===== config.mk =====
export PLATFORM = sky130hd
export DESIGN_NAME = smol_fetch_unit
export DESIGN_NICKNAME = d
export VERILOG_FILES = /design/src/rtl/smol_fetch_unit.sv
export SDC_FILE = /design/constraint.sdc
export NUM_CORES = 1
export LEC_CHECK = 0
export CORE_UTILIZATION = 40
export DETAILED_ROUTE_END_ITERATION = 6
export HOLD_SLACK_MARGIN = 0.15
export PLACE_DENSITY = 0.68
export SLEW_MARGIN = 20
export SYNTH_ARGS = -nofsm -noshare
export SYNTH_HDL_FRONTEND = slang
export SYNTH_SLANG_ARGS = --single-unit

===== constraint.sdc =====
create_clock -name clk -period 4.4 [get_ports clk]
set_input_delay 0.88 -clock clk [delete_from_list [all_inputs] [get_ports clk]]
set_output_delay 0.88 -clock clk [all_outputs]
set_load 0.02 [all_outputs]

===== src/rtl/smol_fetch_unit.sv =====
// Instruction fetch unit: drives a 1-cycle-latency instruction ROM and buffers
// returned words in a 2-entry FIFO so decode back-pressure never drops work.
module smol_fetch_unit #(
    parameter int ADDR_WIDTH = 10,
    parameter int DATA_WIDTH = 32,
    parameter int RESET_PC   = 0
) (
    input  logic                  clk,
    input  logic                  rst_n,
    output logic [ADDR_WIDTH+1:0] imem_addr,
    input  logic [DATA_WIDTH-1:0] imem_data,
    input  logic                  redirect_valid,
    input  logic [ADDR_WIDTH+1:0] redirect_pc,
    output logic                  out_valid,
    input  logic                  out_ready,
    output logic [DATA_WIDTH-1:0] out_instr,
    output logic [ADDR_WIDTH+1:0] out_pc
);
    localparam int PW = ADDR_WIDTH + 2;
    localparam logic [PW-1:0] RESET_PC_W = PW'(RESET_PC);
    localparam logic [PW-1:0] PC_STEP    = PW'(4);

    logic [PW-1:0]         r_fetch_pc;
    logic [PW-1:0]         r_inflight_pc;
    logic                  r_inflight;
    logic [PW-1:0]         r_fifo_pc    [2];
    logic [DATA_WIDTH-1:0] r_fifo_instr [2];
    logic                  r_rd_ptr;
    logic                  r_wr_ptr;
    logic [1:0]            r_count;

    logic                  w_pop;
    logic                  w_push;
    logic                  w_issue;
    logic [2:0]            w_occupancy;
    logic [PW-1:0]         w_redirect_target;
    logic                  w_unused_pc_lsb;

    // Occupancy counts the in-flight word as already buffered, net of this
    // cycle's pop, so a returning word always finds a free FIFO slot.
    always_comb begin
        w_pop             = (r_count != 2'd0) & out_ready;
        w_push            = r_inflight & ~redirect_valid;
        w_occupancy       = {1'b0, r_count} + {2'b00, r_inflight} - {2'b00, w_pop};
        w_issue           = ~redirect_valid & (w_occupancy < 3'd2);
        w_redirect_target = {redirect_pc[PW-1:2], 2'b00};
    end

    assign w_unused_pc_lsb = ^redirect_pc[1:0];

    always_ff @(posedge clk) begin
        if (!rst_n) begin
            r_fetch_pc    <= RESET_PC_W;
            r_inflight    <= 1'b0;
            r_inflight_pc <= '0;
        end else if (redirect_valid) begin
            r_fetch_pc <= w_redirect_target;
            r_inflight <= 1'b0;
        end else begin
            r_inflight <= w_issue;
            if (w_issue) begin
                r_inflight_pc <= r_fetch_pc;
                r_fetch_pc    <= r_fetch_pc + PC_STEP;
            end
        end
    end

    always_ff @(posedge clk) begin
        if (!rst_n) begin
            r_rd_ptr <= 1'b0;
            r_wr_ptr <= 1'b0;
            r_count  <= '0;
            for (int unsigned i = 0; i < 2; i++) begin
                r_fifo_pc[i]    <= '0;
                r_fifo_instr[i] <= '0;
            end
        end else if (redirect_valid) begin
            r_rd_ptr <= 1'b0;
            r_wr_ptr <= 1'b0;
            r_count  <= '0;
        end else begin
            if (w_push) begin
                r_fifo_pc[r_wr_ptr]    <= r_inflight_pc;
                r_fifo_instr[r_wr_ptr] <= imem_data;
                r_wr_ptr               <= ~r_wr_ptr;
            end
            if (w_pop) begin
                r_rd_ptr <= ~r_rd_ptr;
            end
            r_count <= r_count + {1'b0, w_push} - {1'b0, w_pop};
        end
    end

    always_comb begin
        imem_addr = r_fetch_pc;
        out_valid = (r_count != 2'd0);
        out_instr = r_fifo_instr[r_rd_ptr];
        out_pc    = r_fifo_pc[r_rd_ptr];
    end

endmodule


==> impl_metrics.json <==
{
  "status": "finished with violations",
  "violations": "design-rule violations",
  "syn-instance-count": 359,
  "crit_path_cell_trace": "mux2_2, clkdlybuf4s50_1",
  "final.setup_skew_ns": 0.007909,
  "path_class": "reg -> out",
  "portBuffers": 98,
  "grt_usage_pct": 15.58,
  "cts_buffer_depth": 2,
  "antenna_found_initial": 0,
  "reg2regPathDepth": 9,
  "tritoncts": "built",
  "finalHoldViolCount": 0,
  "gp_congestion": 0.7939,
  "synth-simple-area-share_pct": 16.52,
  "critPathRequiredTime_ns": 3.52,
  "clock_sinks": 110,
  "diodes": 0,
  "final_util_pct": 54.02,
  "via_per_inst": 4.899,
  "std_cell_rows": 39,
  "dr.first_iter.drc_count": 157,
  "grt_pass1_wl_um": 15080,
  "die_w_um": 112.1,
  "worst_slew_pin_slew_ns": 1.067,
  "hpwl_um": 5770,
  "worstSetupStartpointType": "flop",
  "via_count": 2959,
  "numCtsBuffers": 9,
  "muxShareOfSynthArea_pct": 12.03,
  "synth_seq_cells": 110,
  "grt_max_degree": 43,
  "yosysWarnings": 0,
  "core_area_um2": 11610,
  "cp-end-kind": "output port",
  "synth-edff-count": 84,
  "nNetsFinal": 507,
  "synth-seq-area-share_pct": 62.79,
  "crit_arrival_ns": 2.38,
  "setup_tns_ns": 0,
  "boundaryPins": 105,
  "holdWs_ns": 0.5148,
  "drcViolationCount": 8,
  "initial_utilization_pct": 41.73,
  "syn_area_per_cell_um2": 13.50,
  "fmaxAchievable_mhz": 306.8,
  "finalCriticalPeriod_ns": 3.259,
  "slew_headroom_pct": 28.89,
  "ctsHtreeMaxLevel": 3,
  "slowest_stage": "dfxtp_2",
  "dpl_cell_area_um2": 5976,
  "design_area_um2": 6274,
  "synthTopCellsByArea": "edfxtp_1 (52%), and2_1 (11%), dfxtp_1 (11%)",
  "cts_resized": 0,
  "yosys-top-cells-count": "and2_1 (85), edfxtp_1 (84), mux2_2 (42)",
  "cpPeakStageDelay_ns": 1.04,
  "grt_overflow": 0,
  "worstSetupEndpoint": "out_instr[21]",
  "setup_violations": 0,
  "ys.flop_type": "edfxtp_1",
  "drt-total-wl_um": 9251,
  "synthDistinctLibCells": 37,
  "ctsHoldBuffers": 0,
  "syn-cell-area_um2": 4846,
  "post-synth-top-count-cell": "and2_1",
  "cts-root-buf": "clkbuf_16",
  "r2r_start": "r_count[1]$_SDFF_PP0_",
  "drv_cap": 0,
  "p_leak_uw": 0.002331,
  "layout-drive-gt1-share_pct": 15.62,
  "synth_top_family_by_area": "simple AND/OR/NAND/NOR gates",
  "routedWlPerCell_um": 15.32,
  "drt_pre_antenna_iters": 7,
  "synth_compound_area_share_pct": 2.685,
  "synth_xor_area_share_pct": 2.505,
  "grt_pass1_vias": 3045,
  "maxSlewViolCount": 0,
  "synth_top_cell_by_area": "edfxtp_1",
  "syn_to_final_growth_pct": 29.46,
  "grt_setup_unrepaired": "false",
  "vdd_ir_drop_max_uv": 153.7,
  "die_h_um": 112.1,
  "synthArstFlopShare_pct": 0,
  "synth_top_cell_area_share_pct": 52.05,
  "r2r_slack_ns": 1.98,
  "finalCritPeriodShare_pct": 74.07,
  "die_area_um2": 12560,
  "cts_setup_buffers": 0,
  "synthAdderAreaFrac_pct": 0.9295,
  "power.density_nw_per_um2": 357.0,
  "clkLatencyLatePin_ns": 0.34,
  "drtAntennaViolNets": 0,
  "min_path_type": "reg -> reg",
  "clk_pin_slew_ns": 0.07,
  "crit_fanout": 42,
  "worstReg2RegEnd": "imem_addr[9]$_SDFFE_PN0P_"
}
==> cell usage in the layout (no fill, tap or decap), drive strengths merged, types with 5 or more instances in the layout <==
cell type	n
clkdlybuf4s50	98
and2	85
edfxtp	84
mux2	42
dfxtp	26
nor2b	14
clkbuf	14
o21ai	12
mux2i	11
a21oi	9
xnor2	8
nand2	7
buf	7
nor2	7
xor2	5
==> cell families (layout without fill, tap and decap cells) <==
family / Yosys count / after routing
compound gates: 24 / 24
xor+xnor: 13 / 13
fa+ha+maj: 3 / 3
buf+inv: 24 / 123
flops: 110 / 110
mux: 53 / 53
other cells: 1 / 4
simple gates: 131 / 131
==> registers in the layout, summed over array words and instances, names as in the netlist, named ones only <==
name / flops
r_fifo_instr: 64
r_fifo_pc: 20
imem_addr: 10
r_inflight_pc: 10
r_count: 2
r_inflight: 1
r_rd_ptr: 1
r_wr_ptr: 1
==> area by class of cell <==
type                    instances  area, um2
clock buffers                  14      285.3
clock inverters                 2      12.51
fillers                       993       5340
inverters                       2      7.507
multi-input cells             228       1712
flip-flops and latches        110       3044
well taps                     143      178.9
repair buffers                105       1033
==> worst min-delay path by stage <==
stage | depth (start not counted) | from | endpoint | slack, ns
after floorplan | 2 | r_rd_ptr$_SDFFE_PP0P_ | flop | 0.47
after global placement | 2 | r_rd_ptr$_SDFFE_PP0P_ | r_rd_ptr$_SDFFE_PP0P_ | 0.49
after detailed placement | 2 | r_rd_ptr$_SDFFE_PP0P_ | r_rd_ptr$_SDFFE_PP0P_ | 0.49
after CTS | 2 | r_rd_ptr$_SDFFE_PP0P_ | r_rd_ptr$_SDFFE_PP0P_ | 0.52
after global routing | 2 | r_rd_ptr$_SDFFE_PP0P_ | r_rd_ptr$_SDFFE_PP0P_ | 0.53
final | 2 | r_rd_ptr$_SDFFE_PP0P_ | r_rd_ptr$_SDFFE_PP0P_ | 0.51
==> worst max-delay path: cells and delay by family, from the launching register on <==
family	cells	cell delay, ns
DFF	1	1.04
buffers and inverters	1	0.56
muxes	1	0.42
==> per-layer routing <==
layer | part of all wire, % | track usage (%) | vias to the layer above
met2 | 47 | 25.55 | 79
met5 | 0 | 0 | -
met4 | 1.1 | 4.800 | 0
met3 | 5.6 | 3.672 | 8
met1 | 47 | 20.57 | 1422
li1 | - | - | 1450
==> report_power, final <==
| part | internal, uW | switching [uW] |
|---|---|---|
| Combinational | 131 | 117 |
| Sequential | 1160 | 26.0 |
| Clock | 450 | 352 |
==> per-stage QoR <==
| step | instances | setup slack, ns | power [uW] |
|---|---|---|---|
| 2_1_floorplan | 362 | 0.9722 | 1336 |
| 5_1_grt | 604 | 1.024 | 2324 |
| 4_1_cts | 604 | 1.076 | 2257 |
| 6_report | 604 | 1.141 | 2239 |
| 3_5_place_dp | 588 | 1.063 | 1463 |
| 3_3_place_gp | 588 | 1.079 | 1458 |
Power figures use the tool's default switching activity.
